### config.mk
export PLATFORM = sky130hd
export DESIGN_NAME = bw_divider
export DESIGN_NICKNAME = d
export VERILOG_FILES = /design/src/rtl/bw_divider_pkg.sv /design/src/rtl/bw_div_step.sv /design/src/rtl/bw_divider.sv
export SDC_FILE = /design/constraint.sdc
export NUM_CORES = 1
export LEC_CHECK = 0
export ABC_AREA = 0
export BUFFER_PORTS_ARGS = -buffer_cell sky130_fd_sc_hd__buf_4
export CORE_MARGIN = 1
export CORE_UTILIZATION = 45
export DETAILED_ROUTE_END_ITERATION = 16
export PLACE_DENSITY = 0.65
export SLEW_MARGIN = 5
export SYNTH_ARGS = -nofsm -noshare
export SYNTH_HDL_FRONTEND = slang
export SYNTH_SLANG_ARGS = --single-unit
### constraint.sdc
create_clock -name clk_i -period 2.3 [get_ports clk_i]
set_input_delay 0.23 -clock clk_i [delete_from_list [all_inputs] [get_ports clk_i]]
set_output_delay 0.23 -clock clk_i [all_outputs]
set_load 0.03 [all_outputs]
### src/rtl/bw_divider_pkg.sv
// Shared types and helpers for the bw_divider iterative restoring divider.
package bw_divider_pkg;

    localparam int unsigned MAX_W  = 64;
    localparam int unsigned MAX_IW = 6;

    typedef enum logic [1:0] {
        IDLE,
        CALC,
        FIX,
        DONE
    } bw_div_state_e;

    function automatic logic [MAX_W-1:0] width_mask(input int unsigned w);
        return (MAX_W'(1) << w) - MAX_W'(1);
    endfunction

    // Magnitude of a w-bit value; the most-negative value maps to its own bit pattern.
    function automatic logic [MAX_W-1:0] abs_val(input logic [MAX_W-1:0] x,
                                                 input int unsigned      w,
                                                 input logic             is_signed);
        if (is_signed && x[MAX_IW'(w - 1)]) begin
            return (~x + MAX_W'(1)) & width_mask(w);
        end
        return x & width_mask(w);
    endfunction

    function automatic logic [MAX_W-1:0] neg_cond(input logic [MAX_W-1:0] x,
                                                  input int unsigned      w,
                                                  input logic             neg);
        if (neg) begin
            return (~x + MAX_W'(1)) & width_mask(w);
        end
        return x & width_mask(w);
    endfunction

endpackage

### src/rtl/bw_div_step.sv
// One restoring-division step: shift in the next dividend bit, subtract the divisor if it fits.
module bw_div_step #(
    parameter int unsigned NBITS_B = 4
) (
    input  logic [NBITS_B:0]   rem_i,
    input  logic               msb_i,
    input  logic [NBITS_B-1:0] dvs_i,
    output logic [NBITS_B:0]   next_rem_o,
    output logic               q_bit_o
);

    logic [NBITS_B:0] shifted;
    logic [NBITS_B:0] dvs_ext;
    logic             unused_rem_msb;

    // The top remainder bit is always clear between steps, so it is shifted out.
    assign unused_rem_msb = rem_i[NBITS_B];
    assign shifted        = {rem_i[NBITS_B-1:0], msb_i};
    assign dvs_ext        = {1'b0, dvs_i};
    assign q_bit_o        = (shifted >= dvs_ext);
    assign next_rem_o     = q_bit_o ? (shifted - dvs_ext) : shifted;

endmodule

### src/rtl/bw_divider.sv
// Iterative signed/unsigned restoring divider with valid/ready on both sides.
// Optional BW_DIVIDER_ZERO_SHORTCUT_EN skips the iteration for a zero dividend or divisor.
module bw_divider
    import bw_divider_pkg::*;
#(
    parameter int unsigned NBITS_A = 8,
    parameter int unsigned NBITS_B = 4
) (
    input  logic               clk_i,
    input  logic               rst_ni,
    input  logic               in_valid_i,
    output logic               in_ready_o,
    input  logic [NBITS_A-1:0] a_i,
    input  logic               a_is_signed_i,
    input  logic [NBITS_B-1:0] b_i,
    input  logic               b_is_signed_i,
    output logic               out_valid_o,
    input  logic               out_ready_i,
    output logic [NBITS_A-1:0] q_o,
    output logic [NBITS_A-1:0] r_o,
    output logic               div_by_zero_o
);

    localparam int unsigned CW = $clog2(NBITS_A);
    localparam int unsigned RW = NBITS_B + 1;

    if (NBITS_A < 2 || NBITS_A > MAX_W || NBITS_B < 2 || NBITS_B > NBITS_A) begin : g_param_check
        $error("bw_divider: requires 2 <= NBITS_B <= NBITS_A <= 64");
    end

    bw_div_state_e      state_q, state_d;
    logic [CW-1:0]      cnt_q, cnt_d;
    logic [NBITS_A-1:0] dvd_q, dvd_d;
    logic [NBITS_B-1:0] dvs_q, dvs_d;
    logic [RW-1:0]      rem_q, rem_d;
    logic [NBITS_A-1:0] a_q, a_d;
    logic               a_sgn_q, a_sgn_d;
    logic               b_neg_q, b_neg_d;
    logic [NBITS_A-1:0] q_q, q_d;
    logic [NBITS_A-1:0] r_q, r_d;
    logic               dbz_q, dbz_d;
    logic               in_ready_q, in_ready_d;
    logic               out_valid_q, out_valid_d;

    logic [NBITS_A-1:0] a_abs;
    logic [NBITS_B-1:0] b_abs;
    logic [RW-1:0]      step_rem;
    logic               step_qbit;
    logic               neg_r;
    logic               neg_q;

    assign a_abs = NBITS_A'(abs_val(MAX_W'(a_i), NBITS_A, a_is_signed_i));
    assign b_abs = NBITS_B'(abs_val(MAX_W'(b_i), NBITS_B, b_is_signed_i));
    assign neg_r = a_sgn_q & a_q[NBITS_A-1];
    assign neg_q = neg_r ^ b_neg_q;

    bw_div_step #(
        .NBITS_B (NBITS_B)
    ) u_step (
        .rem_i      (rem_q),
        .msb_i      (dvd_q[NBITS_A-1]),
        .dvs_i      (dvs_q),
        .next_rem_o (step_rem),
        .q_bit_o    (step_qbit)
    );

    // Next-state and datapath update.
    always_comb begin
        state_d = state_q;
        cnt_d   = cnt_q;
        dvd_d   = dvd_q;
        dvs_d   = dvs_q;
        rem_d   = rem_q;
        a_d     = a_q;
        a_sgn_d = a_sgn_q;
        b_neg_d = b_neg_q;
        q_d     = q_q;
        r_d     = r_q;
        dbz_d   = dbz_q;

        unique case (state_q)
            IDLE: begin
                if (in_valid_i && in_ready_q) begin
                    a_d     = a_i;
                    a_sgn_d = a_is_signed_i;
                    b_neg_d = b_is_signed_i & b_i[NBITS_B-1];
                    dvd_d   = a_abs;
                    dvs_d   = b_abs;
                    cnt_d   = CW'(NBITS_A - 1);
                    rem_d   = '0;
                    state_d = CALC;
`ifdef BW_DIVIDER_ZERO_SHORTCUT_EN
                    if (a_abs == '0 || b_abs == '0) begin
                        state_d = FIX;
                    end
`endif
                end
            end
            CALC: begin
                rem_d = step_rem;
                dvd_d = {dvd_q[NBITS_A-2:0], step_qbit};
                if (cnt_q == '0) begin
                    state_d = FIX;
                end else begin
                    cnt_d = cnt_q - CW'(1);
                end
            end
            FIX: begin
                // After the last step dvd_q holds |q| and rem_q holds |r|.
                if (dvs_q == '0) begin
                    q_d   = '1;
                    r_d   = a_q;
                    dbz_d = 1'b1;
                end else begin
                    q_d   = NBITS_A'(neg_cond(MAX_W'(dvd_q), NBITS_A, neg_q));
                    r_d   = NBITS_A'(neg_cond(MAX_W'(rem_q[NBITS_B-1:0]), NBITS_A, neg_r));
                    dbz_d = 1'b0;
                end
                state_d = DONE;
            end
            DONE: begin
                if (out_valid_q && out_ready_i) begin
                    state_d = IDLE;
                end
            end
            default: state_d = IDLE;
        endcase

        in_ready_d  = (state_d == IDLE);
        out_valid_d = (state_d == DONE);
    end

    always_ff @(posedge clk_i) begin
        if (!rst_ni) begin
            state_q     <= IDLE;
            cnt_q       <= '0;
            dvd_q       <= '0;
            dvs_q       <= '0;
            rem_q       <= '0;
            a_q         <= '0;
            a_sgn_q     <= 1'b0;
            b_neg_q     <= 1'b0;
            q_q         <= '0;
            r_q         <= '0;
            dbz_q       <= 1'b0;
            in_ready_q  <= 1'b1;
            out_valid_q <= 1'b0;
        end else begin
            state_q     <= state_d;
            cnt_q       <= cnt_d;
            dvd_q       <= dvd_d;
            dvs_q       <= dvs_d;
            rem_q       <= rem_d;
            a_q         <= a_d;
            a_sgn_q     <= a_sgn_d;
            b_neg_q     <= b_neg_d;
            q_q         <= q_d;
            r_q         <= r_d;
            dbz_q       <= dbz_d;
            in_ready_q  <= in_ready_d;
            out_valid_q <= out_valid_d;
        end
    end

    assign in_ready_o    = in_ready_q;
    assign out_valid_o   = out_valid_q;
    assign q_o           = q_q;
    assign r_o           = r_q;
    assign div_by_zero_o = dbz_q;

endmodule

# == Word-level counts from Yosys, hierarchy flattened ==
# Cells that the tools add are included.
# word_totals
wordCells,76
inputBits,18
output_inout_bits,19
reg_bits,50
# op_classes
bitwise,7
reduce_logical,12
order_cmp,1
eq_ne,6
addsub,6
mux,31
# ops
cell,count
$mux 8,9
$add 8x1->8 const B,3
$mux 4,4
$not 8->8,2
$pmux 8 s2,1
$mux 1,9
$not 4->8,1
$pmux 2 s4,1
$pmux 4 s2,1
$eq 2x2->1 const B,3
$mux 2,3
$mux 3,2
$pmux 3 s2,1
$ge 5x4->1,1
$add 4x1->4 const B,1
$logic_and 1x1->1,4
$logic_not 2->1,2
$logic_not 4->1,1
$ne 2x2->1 const B,2
$not 4->4,1
$reduce_and 2->1,2
$sub 4x4->4,1
$logic_not 3->1,1
$reduce_and 3->1,1
other kinds (5),6

# == Longest topological paths before layout ==
# Gate-level depths: netlist of run 1.
# depth
ltp_word,7
mapped_depth,7
mapped_depth_nobuf,7

# == Cells and area by module ==
# Synthesis of run 1 repeated with hierarchy kept, for this count alone.
# unflattened
cells_unflattened,332
hier_area_um2,2746.4
# by_module_without_submodules
mod,area_per_inst_um2,seq_area_each_um2,cells_per_inst,instances
bw_divider,2498.6,1021.0,297,1
bw_div_step,247.7,0.0,35,1

# == Worst setup path after synthesis of run 1 ==
# OpenSTA, ideal clock, no wires.
# synth_timing
path_kind,reg2reg
start,register dvs_q[2]
end,register rem_q[1]
setup_slack_ps,444
arrival_time_ps,1793
synth_period_minus_slack_ps,1856
stages_incl_launch_ff,7
n_path_buf,0
cell_sequence,dfxtp_1 -> inv_1 -> ha_1 -> and3b_4 -> o31a_1 -> or4_1 -> nand3_1
# synth_via
elab_chain_cells,3
# synth_rtl
item,line,rtl
from (decl),bw_divider.sv:34,"logic [NBITS_B-1:0] dvs_q, dvs_d;"
from (signal assigned),bw_divider.sv:152,dvs_q <= dvs_d;
$ge 5x4->1,bw_div_step.sv:20,assign q_bit_o = (shifted >= dvs_ext);
$mux 4,bw_div_step.sv:21,assign next_rem_o = q_bit_o ? (shifted - dvs_ext) : shifted;
$pmux 4 s2,bw_divider.sv:81,unique case (state_q)
to (signal assigned),bw_divider.sv:153,rem_q <= rem_d;
to (decl),bw_divider.sv:35,"logic [RW-1:0] rem_q, rem_d;"
# Every way passes these cells.
# A chain may end at the register's enable or synchronous reset.

# == Worst setup path in the final report of run 1 ==
# Ends and elaborated chain as after synthesis.

==> summary.txt, run 1 <==
Power per cell area = 1150 mW/mm²
Critical Path Slowest Stage Cell = sky130_fd_sc_hd__or4_1
Sequential-to-total area share from yosys stat = 38.3%
Most common cell after layout, fill and taps aside = sky130_fd_sc_hd__dfxtp_1
Die outline width = 78.2 µm
Post-Synthesis Mean Instance Area = 8.16 µm²
Overall global routing resource usage = 21.8%
EDFF count, synth = 0
Worst Setup Start Kind = flip-flop
Critical path arrival = 2.21 ns
Worst-margin pin slew = 0.781 ns
Post-CTS resize count = 0
Estimated wirelength of the detail-placed design = 4.45 mm
Crit share post-route = 85.2%
Worst hold slack across all endpoints = 0.200 ns
Sinks on the clock net = 50
Maximum vdd ir drop = 615 µV
Min Clock Period, post-route = 1.96 ns
Final estimated routing congestion in global placement = 0.866
Final antenna diode count = 0
Core footprint = 0.00554 mm²
Max Transition Viols Final = 0
Synthesis warning total = 0
Die span in y = 78.2 µm
Number of primary I/O pins = 37
Combined area of all synthesized cells = 0.00261 mm²
Number of H-tree levels = 2
Share of cells above drive strength 1 = 16.7%
Post-layout nets = 377
Overall power after layout = 3.47 mW
Register clock-pin slew on the reported worst setup and hold paths = 0.09 ns
Final setup violation count = 0
Tightest Hold Check Type = in -> reg
Result of the run = complete, no violations
Leakage power figure = 1.14 nW
DIE AREA = 0.00611 mm²
Cell row count = 27
Normalized max-slew margin = 47.5%
Crit Path Class = reg -> reg
Max-cap check violation count = 0
Global-route wire length before repair = 10.7 mm
Initial standard-cell utilization of the core = 47.2%
Post-synth top flop = sky130_fd_sc_hd__dfxtp_1
Crit path capture type = flip-flop
Total Wirelength = 6.19 mm
Seq cells post-synth = 50
Largest net degree at the start of global routing = 34
Via density = 5.62
Number of failing hold endpoints at the final stage = 0
Antenna violations before repair = 0
Number of filler instances in the final layout = 554
Register-to-register setup slack = 0.34 ns
Final worst clock skew = 0.00788 ns
Root buffer selected by CTS = sky130_fd_sc_hd__clkbuf_8
Port Buffer Count = 36
Via count = 2,360
Final-layout setup total negative slack = 0 ns
Cell breakdown of the critical path = inv_1 -> ha_1 -> and3b_4 -> o31a_1 -> or4_1 -> nand3_1
Number of buffers added for setup after CTS = 0
Number of distinct standard cells referenced by the synthesized netlist = 57
Maximum count of clock buffers along a single path = 2
Post-route cell area = 0.00301 mm²
Clock insertion delay at the later pin of the skew report = 0.30 ns
Highest fanout seen on the critical path = 5
Iteration-0 DRC Markers = 185
Average routed wire per standard cell = 14.7 µm
Hold-fix buffers, CTS = 0
Mapped Cells = 320
Clock buffers created by TritonCTS = 5
Total overflow reported by the global router = 0
Data required time of the critical path = 2.55 ns
Cell area after placement = 0.00291 mm²
Post-synthesis to final-layout area growth = 15.4%
TritonRoute pass-1 iters = 8
RSZ-0062 raised after global routing = no
Net Count, Synth = 350
Number of remaining DRC errors = 0
Clock tree from TritonCTS = built
Maximum frequency from static timing analysis = 510 MHz
Via count of the first global-routing pass = 2,290
DRT antenna net count = 0
Share of async-settable or async-resettable flops after synthesis = 0%
Peak per-stage delay on the critical path = 0.47 ns
Top library cells by usage in the layout, fill and taps aside = 50 x sky130_fd_sc_hd__dfxtp_1, 45 x sky130_fd_sc_hd__nand2_1, 40 x sky130_fd_sc_hd__buf_4
## registers in the layout, indices dropped and copies added, names as in the netlist
| signal | count |
|---|---|
| dvd_q | 8 |
| div_by_zero_o | 1 |
| in_ready_o | 1 |
| a_q | 8 |
| b_neg_q | 1 |
| q_o | 8 |
| r_o | 8 |
| state_q | 2 |
| dvs_q | 4 |
| cnt_q | 3 |
| rem_q | 4 |
| out_valid_o | 1 |
| a_sgn_q | 1 |
## area by class of cell
type | count | area, µm² | area share [%]
inverter | 18 | 67.6 | 2.24
clock inverter | 3 | 40.0 | 1.33
sequential | 50 | 1000 | 33.2
clock buffer | 5 | 68.8 | 2.28
multi-input combinational | 232 | 1450 | 48.0
timing repair buffer | 40 | 300 | 9.96
tap | 72 | 90.1 | 2.99
## per-layer routing
layer	wire [µm]	track usage, %
met4	45	5.74
met5	0	0
met3	381	4.42
met1	2730	28.1
met2	3020	37.0
## report_power, final
group / switching [mW] / leakage (nW) / internal [mW]
clock: 0.292 / 0.0579 / 0.320
combinational: 0.948 / 0.675 / 0.625
sequential: 0.215 / 0.408 / 1.07
## worst max-delay path, delay by kind of cell, from the launching register on
kind,cells,cell delay [ns]
AOI/OAI and AO/OA,1,0.34
buffers and inverters,1,0.06
adders and majority gates,1,0.34
and+or+nand+nor,3,0.78
DFF,1,0.38
## Yosys cell counts, types with 2 or more instances
master | instances | share of area [%]
sky130_fd_sc_hd__dfxtp_1 | 50 | 38
sky130_fd_sc_hd__nand2_1 | 45 | 6.5
sky130_fd_sc_hd__a21oi_1 | 29 | 5.6
sky130_fd_sc_hd__nor2_1 | 19 | 2.7
sky130_fd_sc_hd__inv_1 | 18 | 2.6
sky130_fd_sc_hd__o21ai_0 | 15 | 2.9
sky130_fd_sc_hd__nand3_1 | 12 | 2.3
sky130_fd_sc_hd__ha_1 | 11 | 5.3
sky130_fd_sc_hd__a31oi_1 | 10 | 2.4
sky130_fd_sc_hd__clkbuf_1 | 10 | 1.4
sky130_fd_sc_hd__nor3_1 | 9 | 1.7
sky130_fd_sc_hd__xnor2_1 | 9 | 3.0
sky130_fd_sc_hd__a22oi_1 | 8 | 2.3
sky130_fd_sc_hd__buf_2 | 7 | 1.3
sky130_fd_sc_hd__a311oi_1 | 4 | 1.3
sky130_fd_sc_hd__nand3b_1 | 4 | 1.1
sky130_fd_sc_hd__o31ai_1 | 4 | 1.1
sky130_fd_sc_hd__a211oi_1 | 3 | 0.86
sky130_fd_sc_hd__a222oi_1 | 3 | 1.1
sky130_fd_sc_hd__nor2b_1 | 3 | 0.72
sky130_fd_sc_hd__or4_1 | 3 | 0.86
sky130_fd_sc_hd__a211o_1 | 2 | 0.67
sky130_fd_sc_hd__a311o_1 | 2 | 0.77
sky130_fd_sc_hd__mux2i_1 | 2 | 0.77
sky130_fd_sc_hd__nor4_1 | 2 | 0.48
sky130_fd_sc_hd__o21a_1 | 2 | 0.57
sky130_fd_sc_hd__or2_1 | 2 | 0.48
sky130_fd_sc_hd__or3_1 | 2 | 0.48
sky130_fd_sc_hd__xor2_1 | 2 | 0.67
## path summary, 6_finish.rpt
kind / end / cells after the start / startpoint
setup / recovery: rem_q[1] / 6 / dvs_q[2]
hold reg to reg: r_o[3] / 2 / r_o[3]
setup reg to reg: rem_q[1] / 6 / dvs_q[2]
hold / removal: dvs_q[0] / 3 / b_i[0]
## cell families after synthesis
group / after synthesis / share of synthesized area [%]
buffers and inverters: 38 / 6.32
adders and majority gates: 12 / 6.03
DFF: 50 / 38.3
AOI/OAI and AO/OA: 95 / 23.7
xor gates and xnor gates: 11 / 3.69
and+or+nand+nor: 111 / 20.7
muxes: 3 / 1.20
## per-stage QoR
stage	setup WS, ns	std cells	util [%]
floorplan	0.444	320	-
global placement	0.388	412	52.4
detailed placement	0.358	412	52.4
CTS	0.334	420	54.4
global route	0.214	420	54.4
finish	0.340	420	54.4
Note: power is estimated with default switching activity, not from simulation.
==> run 2: changes to the inputs <==
CORE_UTILIZATION = 25   (was 45)
PLACE_DENSITY = unset   (was 0.65)
==> run 2 against run 1 <==
Effect of this change: non-clock buffer count grew 2; die area grew 78%; clock power shrank 15%; critical path depth is the same; total power shrank 1.5%; global-route usage shrank 9.6 points; count of clock-buffer cells in the layout grew 2; largest cell class unchanged; largest power group unchanged.
==> summary.txt, run 2 (synthesized netlist as in run 1, its figures left out) <==
Critical path arrival = 2.20 ns (about the same)
Worst setup path start = dvs_q[2]
Register-to-register setup slack = 0.34 ns (about the same)
Crit Path Class = reg -> reg
Post-route cell area = 0.00309 mm² (+2.4%)
Start point of the worst min-delay path = b_i[0]
Combined flip-flop and latch cell area = 0.00100 mm² (unchanged)
Max Transition Viols Final = 0 (unchanged)
Final worst clock skew = 0.00957 ns (+0.00169 ns)
Post-CTS resize count = 0 (unchanged)
Tightest Hold Check Type = in -> reg
Via density = 4.98 (-11%)
Via count of the first global-routing pass = 2,206 (-3.7%)
Maximum frequency from static timing analysis = 509 MHz (-0.18%)
Worst Setup Start Kind = flip-flop
Highest fanout seen on the critical path = 5 (unchanged)
Min Clock Period, post-route = 1.96 ns (+0.00347 ns)
Dpl ws = 0.355 ns (-0.00221 ns)
Sw frac = 42.8% (+0.87 points)
Register clock-pin slew on the reported worst setup and hold paths = 0.09 ns (about the same)
Final antenna diode count = 0 (unchanged)
Normalized max-slew margin = 51.9% (+4.4 points)
Antenna violations before repair = 0 (unchanged)
Reg-to-Reg End = rem_q[1]
RSZ-0062 raised after global routing = no
Initial standard-cell utilization of the core = 26.2% (-21 points)
Number of buffers added for setup after CTS = 0 (unchanged)
Post-layout nets = 379 (+0.53%)
Port Buffer Count = 36 (unchanged)
Worst hold slack across all endpoints = 0.198 ns (-0.00129 ns)
Number of remaining DRC errors = 0 (unchanged)
Depth of the worst hold-timing path = 3 (unchanged)
Clock buffers created by TritonCTS = 5 (unchanged)
Worst-margin pin slew = 0.720 ns (-0.0601 ns)
Final setup violation count = 0 (unchanged)
Crit path capture type = flip-flop
Overall global routing resource usage = 12.3% (-9.6 points)
Global-route wire length before repair = 10.9 mm (+2.4%)
Via count = 2,404 (+1.9%)
Cell internal pwr = 1.96 mW (-3.0%)
Footprint of the multi-input gates = 0.00145 mm² (unchanged)
Hold Path Sink = dvs_q[0]
TritonRoute pass-1 iters = 4 (-4)
Number of primary I/O pins = 37 (unchanged)
DRT antenna net count = 0 (unchanged)
Maximum count of clock buffers along a single path = 2 (unchanged)
Total overflow reported by the global router = 0 (unchanged)
Clock Power Share = 15.3% (-2.3 points)
Number of cells traversed by the worst register-to-register path = 6 (unchanged)
DIE AREA = 0.0109 mm² (+78%)
Result of the run = complete, no violations
Cell area after placement = 0.00300 mm² (+3.1%)
Max-cap check violation count = 0 (unchanged)
Largest net degree at the start of global routing = 25 (-26%)
Total Wirelength = 6.54 mm (+5.8%)
Share of cells above drive strength 1 = 16.9% (+0.19 points)
# placed instances = 475 (+15%)
Cell row count = 36 (+33%)
Core footprint = 0.00995 mm² (+80%)
Hold-fix buffers, CTS = 0 (unchanged)
Leakage power figure = 1.14 nW (about the same)
Net switching power figure = 1.46 mW (+0.51%)
Estimated wirelength of the detail-placed design = 4.90 mm (+10%)
Average routed wire per standard cell = 13.5 µm (-8.0%)
Die span in y = 104 µm (+33%)
RR Startpoint = dvs_q[2]
Post-synthesis to final-layout area growth = 18.2%
Root buffer selected by CTS = sky130_fd_sc_hd__clkbuf_8
Power per cell area = 1110 mW/mm² (-3.9%)
Clock insertion delay at the later pin of the skew report = 0.30 ns (about the same)
Data required time of the critical path = 2.54 ns (about the same)
Most common cell after layout, fill and taps aside = sky130_fd_sc_hd__dfxtp_1
Clock tree from TritonCTS = built
Post-layout instance count excluding filler cells = 483 (+15%)
Number of failing hold endpoints at the final stage = 0 (unchanged)
Sequential power share = 37.6% (+0.5 points)
Number of H-tree levels = 2 (unchanged)
Number of filler instances in the final layout = 1,063 (+92%)
Setup WS post-layout = 0.337 ns (-0.00347 ns)
Sinks on the clock net = 50 (unchanged)
Final estimated routing congestion in global placement = 0.869 (+0.44%)
Final-layout setup total negative slack = 0 ns (unchanged)
Crit share post-route = 85.4% (+0.15 points)
Maximum vdd ir drop = 299 µV (-51%)
Part of the power in combinational logic = 47.1% (+1.8 points)
Top library cells by usage in the layout, fill and taps aside = 50 x sky130_fd_sc_hd__dfxtp_1, 45 x sky130_fd_sc_hd__nand2_1, 42 x sky130_fd_sc_hd__buf_4
Iteration-0 DRC Markers = 143 (-23%)
Die outline width = 104 µm (+33%)
-- run 2: cell types whose count changed in the layout (fill, tap and decap cells not counted), sizes merged --
cell    previous run  this run
bufinv             1         0
clkinv             2         1
buf               40        42
clkbuf             5         7
-- run 2: critical path: stages (launching register included) --
cell                      delay [ns]
sky130_fd_sc_hd__dfxtp_1        0.39
sky130_fd_sc_hd__inv_1          0.06
sky130_fd_sc_hd__ha_1           0.34
sky130_fd_sc_hd__and3b_4        0.22
sky130_fd_sc_hd__o31a_1         0.34
sky130_fd_sc_hd__or4_1          0.47
sky130_fd_sc_hd__nand3_1        0.09
-- run 2: how the worst max path moves through the flow --
| stage | end | slack, ns |
|---|---|---|
| 2_1_floorplan | rem_q[1] | 0.44 |
| 3_3_place_gp | rem_q[1] | 0.39 |
| 3_5_place_dp | rem_q[1] | 0.36 |
| 4_1_cts | rem_q[1] | 0.33 |
| 5_1_grt | rem_q[1] | 0.22 |
| 6_report | rem_q[1] | 0.34 |
-- run 2: stage by stage --
step	power (mW)	util [%]
after floorplan	2.48	-
after global placement	2.89	30.1
after CTS	3.45	31.0
final	3.42	31.0
after global routing	3.70	31.0
after detailed placement	2.91	30.1
-- run 2: final cells by class --
type                    instances  share of cell area (%)
multi-input cells             232                    46.8
flip-flops and latches         50                    32.4
repair buffers                 42                    10.2
well taps                     133                    5.39
clock buffers                   7                    2.80
inverters                      18                    2.19
clock inverters                 1                   0.162
-- run 2: routing by layer --
layer	vias up	share of wire, %	track usage (%)
met1	1130	47	16.4
met5	-	0	0
met2	60	48	20.1
met4	0	1.0	3.27
li1	1207	-	-
met3	7	3.9	2.32
-- run 2: power groups by stage --
stage,logic (mW),registers (mW),clock network (mW)
after floorplan,1.12,1.37,0
after global placement,1.59,1.30,0
after detailed placement,1.60,1.31,0
after CTS,1.61,1.29,0.548
after global routing,1.80,1.32,0.579
final,1.61,1.29,0.522
